===== src/rtl/dcache_tag_ctrl.sv =====
// Tag store sequencer for the data cache: valid-clear sweep after reset and flush,
// write-over-lookup arbitration of the single SRAM port, and the one-cycle hit compare.
module dcache_tag_ctrl #(
  parameter int unsigned DATA_WIDTH = 32,
  parameter int unsigned NUM_WORDS  = 256,
  parameter int unsigned TAG_WIDTH  = DATA_WIDTH - 8,
  parameter int unsigned VALID_BIT  = DATA_WIDTH - 1
) (
  input  logic                         clk_i,
  input  logic                         rst_ni,
  input  logic                         flush_i,
  output logic                         busy_o,
  output logic                         sweep_done_o,
  input  logic                         lkp_req_i,
  output logic                         lkp_gnt_o,
  input  logic [$clog2(NUM_WORDS)-1:0] lkp_index_i,
  input  logic [TAG_WIDTH-1:0]         lkp_tag_i,
  output logic                         lkp_valid_o,
  output logic                         lkp_hit_o,
  input  logic                         wr_req_i,
  output logic                         wr_gnt_o,
  input  logic [$clog2(NUM_WORDS)-1:0] wr_index_i,
  input  logic [TAG_WIDTH-1:0]         wr_tag_i,
  input  logic                         wr_valid_i,
  output logic                         ts_en_o,
  output logic                         ts_we_o,
  output logic [DATA_WIDTH/8-1:0]      ts_be_o,
  output logic [$clog2(NUM_WORDS)-1:0] ts_addr_o,
  output logic [DATA_WIDTH-1:0]        ts_wdata_o,
  input  logic [DATA_WIDTH-1:0]        ts_rdata_i
);

  localparam int unsigned   AW       = $clog2(NUM_WORDS);
  localparam logic [AW-1:0] LAST_IDX = AW'(NUM_WORDS - 1);
  // Bits of a stored word that take part in the hit compare: valid bit plus tag field.
  localparam logic [DATA_WIDTH-1:0] HIT_MASK =
    (DATA_WIDTH'(1) << VALID_BIT) | ((DATA_WIDTH'(1) << TAG_WIDTH) - DATA_WIDTH'(1));

  typedef enum logic [1:0] {
    ST_RESET,
    ST_SWEEP,
    ST_READY
  } state_e;

  state_e                state_q;
  logic [AW-1:0]         cnt_q;
  logic                  pend_q;
  logic [TAG_WIDTH-1:0]  tag_q;
  logic                  done_q;
  logic                  ready;
  logic [DATA_WIDTH-1:0] wr_word;
  logic [DATA_WIDTH-1:0] lkp_word;

  assign ready        = (state_q == ST_READY);
  assign busy_o       = ~ready;
  assign wr_gnt_o     = ready & wr_req_i;
  assign lkp_gnt_o    = ready & lkp_req_i & ~wr_req_i;
  assign sweep_done_o = done_q;
  assign lkp_valid_o  = pend_q;
  assign lkp_hit_o    = pend_q & ((ts_rdata_i & HIT_MASK) == lkp_word);

  // NOTE: every always_comb output gets a default first, so no path can infer a latch.
  always_comb begin
    wr_word                  = '0;
    wr_word[TAG_WIDTH-1:0]   = wr_tag_i;
    wr_word[VALID_BIT]       = wr_valid_i;
    lkp_word                 = '0;
    lkp_word[TAG_WIDTH-1:0]  = tag_q;
    lkp_word[VALID_BIT]      = 1'b1;
  end

  always_comb begin
    ts_en_o    = 1'b0;
    ts_we_o    = 1'b0;
    ts_be_o    = '0;
    ts_addr_o  = '0;
    ts_wdata_o = '0;
    case (state_q)
      ST_SWEEP: begin
        ts_en_o   = 1'b1;
        ts_we_o   = 1'b1;
        ts_be_o   = '1;
        ts_addr_o = cnt_q;
      end
      ST_READY: begin
        if (wr_req_i) begin
          ts_en_o    = 1'b1;
          ts_we_o    = 1'b1;
          ts_be_o    = '1;
          ts_addr_o  = wr_index_i;
          ts_wdata_o = wr_word;
        end else if (lkp_req_i) begin
          ts_en_o   = 1'b1;
          ts_addr_o = lkp_index_i;
        end
      end
      default: ;
    endcase
  end

  // NOTE: sequential state uses non-blocking assignments only, so every flop samples
  // pre-edge values regardless of statement order.
  always_ff @(posedge clk_i or negedge rst_ni) begin
    if (!rst_ni) begin
      state_q <= ST_RESET;
      cnt_q   <= '0;
      pend_q  <= 1'b0;
      tag_q   <= '0;
      done_q  <= 1'b0;
    end else begin
      pend_q <= lkp_gnt_o;
      done_q <= 1'b0;
      if (lkp_gnt_o) tag_q <= lkp_tag_i;
      case (state_q)
        ST_RESET: begin
          state_q <= ST_SWEEP;
          cnt_q   <= '0;
        end
        ST_SWEEP: begin
          if (cnt_q == LAST_IDX) begin
            state_q <= ST_READY;
            cnt_q   <= '0;
            done_q  <= 1'b1;
          end else begin
            cnt_q <= cnt_q + 1'b1;
          end
        end
        ST_READY: if (flush_i) state_q <= ST_SWEEP;
        default:  state_q <= ST_RESET;
      endcase
    end
  end

endmodule


===== config.mk =====
export PLATFORM = sky130hd
export DESIGN_NAME = dcache_tag_ctrl
export DESIGN_NICKNAME = d
export VERILOG_FILES = /design/src/rtl/dcache_tag_ctrl.sv
export SDC_FILE = /design/constraint.sdc
export NUM_CORES = 1
export LEC_CHECK = 0
export ABC_AREA = 1
export CAP_MARGIN = 25
export CORE_MARGIN = 3
export CORE_UTILIZATION = 35
export CTS_BUF_LIST = sky130_fd_sc_hd__clkbuf_4
export DETAILED_ROUTE_END_ITERATION = 10
export PLACE_DENSITY = 0.77
export SYNTH_ARGS = -nofsm -noshare
export SYNTH_HDL_FRONTEND = slang
export SYNTH_SLANG_ARGS = --single-unit

===== constraint.sdc =====
create_clock -name clk_i -period 1.49 [get_ports clk_i]
set_input_delay 0.298 -clock clk_i [delete_from_list [all_inputs] [get_ports clk_i]]
set_output_delay 0.298 -clock clk_i [all_outputs]
set_load 0.02 [all_outputs]

# Word-level counts from Yosys, hierarchy flattened
# Index checks and enable logic that the tools add are counted.
# word_totals
regBits	36
latchBits	0
ramBits	0
mem_bits_ro	0
input_bits	102
out_inout_bits	52
n_memories	0
# classes
addsub	1
mul	0
n_div	0
order_cmp	0
n_eq_ne	6
n_shift	0
muxes	19
n_bitwise	6
n_reduce_logical	3
# op_table
op	n
2-to-1 mux 32 bit	2
case mux 8 bit (2 select lines)	2
== test 25 bit	1
2-to-1 mux 8 bit	3
adder 8 x 1 -> 8 bit (second input constant)	1
== test 8 bit (second input constant)	1
case mux 4 bit (2 select lines)	1
case mux 2 bit (3 select lines)	1
2-to-1 mux 1 bit	5
AND 1 bit	4
2-to-1 mux 2 bit	2
2-to-1 mux 4 bit	1
inequality test 2 bit (second input constant)	2
case mux 1 bit (2 select lines)	2
== test 2 x 1 -> 1 bit (second input constant)	1
== test 2 bit (second input constant)	1
zero test 2 bit	1
inverter 1 bit	2
AND reduction 2 bit	1
nonzero test 2 bit	1

# Longest topological paths before layout
# depth
word_depth	3
depth_mapped	8
ltp_nobuf	8

# Worst setup path before layout
# No wires, ideal clock.
# synth_path
path_type	reg2out
from	reg state_q[0]
to	out ts_be_o[0]
arrival_ps	1681
setup_slack_ps	-489
stages_incl_launch_ff	6
n_path_buf	1
cell_sequence	dfrtp_1 -> inv_1 -> ha_1 -> clkinv_1 -> a21oi_1 -> buf_4
# synth_via
elab_chain_len	2
elab_cells_between_ends	3
classes_between	eq/ne (2); mux (1)
# synth_rtl
element	line_no	text
start, declared	45	state_e state_q;
start signal, assigned	105	state_q <= ST_RESET;
start signal, assigned	116	state_q <= ST_SWEEP;
start signal, assigned	121	state_q <= ST_READY;
== test 2 bit / == test 2 x 1 -> 1 bit (equally long branches)	78	case (state_q)
case mux 4 bit (2 select lines) *	78	
end, declared	27	output logic [DATA_WIDTH/8-1:0] ts_be_o,
# Every way passes the cells marked *; elsewhere a longest branch is shown, timed or not.

# Final worst setup path
# layout_path
from	reg state_q[0]
to	out ts_addr_o[5]
# layout_via
elab_chain_len	2
elab_cells_between_ends	3
classes_between	eq/ne (2); mux (1)
# layout_rtl
element	line_no	text
== test 2 bit / == test 2 x 1 -> 1 bit (equally long branches)	78	
case mux 8 bit (2 select lines) *	78	
end, declared	28	output logic [$clog2(NUM_WORDS)-1:0] ts_addr_o,
# Marked as above.

==> qor.csv <==
metric;value;unit
netlist.area_leader.share;35.9;%
setup_slack;-0.483;ns
outcome;finished, violations left;
portBuffers;139;
drv_cap;0;
worstPathArrival;1.67;ns
antenna_found_initial;0;
fmax;0.507;GHz
drc_errors;0;
cp-end-kind;output port;
crit_type;register to output port;
cts_buffers;5;
stdcell_area;5020;um^2
insertedDiodeCount;0;
root_buffer;clkbuf_4;
drt_wl_total;10800;um
cp.required;1.19;ns
clock_latency;0.34;ns
fin_nets;697;
power_density;379;nW/um^2
syn-instance-count;400;
fillCellCount;491;
area_delta_synth_final;100;%
grt_usage;23.0;%
wl_per_cell;15.7;um
irDropWorstVdd;0.000328;V
drt_iter0_drc;277;
grt_pass1_wl;15300;um
cts_tree;done;
path_clk_slew;0.10;ns
initial_core_util;36.5;%
fin_util;73.1;%
core;6870;um^2
dr.pass1.iters;5;
pin_count;154;
async_flop_share;100;%
power.share.clock;28.4;%
grt_max_degree;37;
placed_area;4350;um^2
ys_top_cells_by_area;dfrtp_1 36%, nand2_1 21%, inv_1 13%;
syn_area_per_cell;6.27;um^2
synth_edf_count;0;
pre_cts_ws;-0.837;ns
ys_seq_area_share;35.9;%
cts.sinks;36;
grt_pass1_vias;3093;
layout_common_cells;117 x nand2_1, 84 x clkdlybuf4s50_1, 77 x inv_1;
ff2ff_setup_slack;-0.31;ns
intPower;0.00143;W
failed_checks;setup timing;
dieWidth;90.6;um
hold_class;input port to register;
start_kind;register;
viasPerCell;4.75;
p_leak;2.58;nW
grt.overflow.total;0;
vias;3257;
seq_power_share;51.3;%
die_h;90.6;um
pwr-share-comb;20.3;%
cts_max_level;2;
final_common_cell;nand2_1;
synth_warnings;0;
yosysTopAreaCell;dfrtp_1;
hold_viol;0;
finalPower;0.00190;W
place_congestion;0.823;
drive_above_1_share;32.4;%
clk_path_buf_depth;2;
syn_area;2510;um^2
row_count;30;
maxSlewViolCount;0;
skew;0.00776;ns
dp_hpwl;6620;um
ys_types;27;
period_share;132;%
rsz0062_at_grt;true;
hold_slack;0.486;ns
min_period;1.97;ns
die-area;8220;um^2
ant_nets;0;
synth_top_flop_cell;dfrtp_1;
setup_viol_count_final;69;
ys_ff_latch;36;
crit_path_max_fanout;5;
switching_share;24.8;%
p_switching;0.000473;W
per-stage QoR:
step | setup TNS, ns | instances
CTS | -20.44 | 683
global route | -28.54 | 686
finish | -22.92 | 686
detailed placement | -38.97 | 655
global placement | -37.60 | 655
floorplan | -4.21 | 406
final timing paths:
kind	startpoint	cells past startpoint	end
worst max register to register	state_q[0]	12	tag_q[13]
worst min-delay path	lkp_tag_i[20]	3	tag_q[20]
max in group asynchronous	rst_ni	3	state_q[1]
worst max-delay path	state_q[0]	7	ts_addr_o[5]
min in group asynchronous	rst_ni	3	tag_q[20]
worst min register to register	tag_q[16]	2	tag_q[16]
synthesized netlist by cell type, types with 3 or more instances:
| master | n |
|---|---|
| a21oi_1 | 7 |
| a31oi_1 | 7 |
| buf_2 | 3 |
| buf_4 | 12 |
| clkbuf_1 | 3 |
| dfrtp_1 | 36 |
| ha_1 | 6 |
| inv_1 | 84 |
| nand2_1 | 137 |
| nand2_2 | 3 |
| nand3_1 | 8 |
| nor2_1 | 51 |
| o21ai_0 | 26 |
| xor2_1 | 4 |
power by group through the flow:
stage	Sequential, W	Clock [W]	Combinational, W
after CTS	0.000976	0.000553	0.000373
after detailed placement	0.000995	0	0.000360
after global placement	0.000995	0	0.000357
after floorplan	0.000996	0	0.0000880
final	0.000976	0.000541	0.000385
after global routing	0.000977	0.000590	0.000415
cells by family (layout without fill, tap and decap cells):
family | Yosys count | after routing | synth area share, %
compound gates | 43 | 43 | 9.08
fa+ha+maj | 6 | 6 | 2.99
xor+xnor | 5 | 5 | 1.75
simple gates | 204 | 205 | 32.0
flops | 36 | 36 | 35.9
other cells | 1 | 7 | 0.150
buf+inv | 105 | 288 | 18.1
final cells by class:
type	count	area, um^2	area share, %
clock buffers	7	52.6	1.05
clock inverters	1	3.75	0.0748
inverters	86	344	6.85
multi-input cells	266	1590	31.6
flip-flops and latches	36	902	18.0
well taps	96	120	2.39
repair buffers	193	2000	39.9
repair inverters	1	8.76	0.174
state kept, by name, indices dropped and copies added, names as in the netlist:
register and cells:
cnt_q 8, lkp_valid_o 1, state_q 2, sweep_done_o 1, tag_q 24
layer usage:
metal,vias up,global-route usage [%],share of wire [%]
li1,1542,-,-
met1,1535,28.1,37
met2,142,41.1,53
met3,38,3.83,5.4
met4,0,7.14,4.0
met5,-,0,0
critical path, cell delays in order, from the launching register on:
cell     delay, ns
dfrtp_1       0.41
inv_2         0.09
ha_4          0.17
nand2_4       0.08
nor2_4        0.22
nand2_2       0.10
a31oi_4       0.13
buf_6         0.14
timing repair:
| action | CTS | global route |
|---|---|---|
| gates cloned | 5 | 0 |
| pin swaps | 12 | 16 |
| setup endpoints to repair | 77 | 79 |
| hold endpoints to repair | 20 | 0 |
| hold buffers | 1 | 0 |
| resized for setup | 322 | 60 |
| setup buffers | 16 | 5 |
Power figures use the tool's default switching activity.
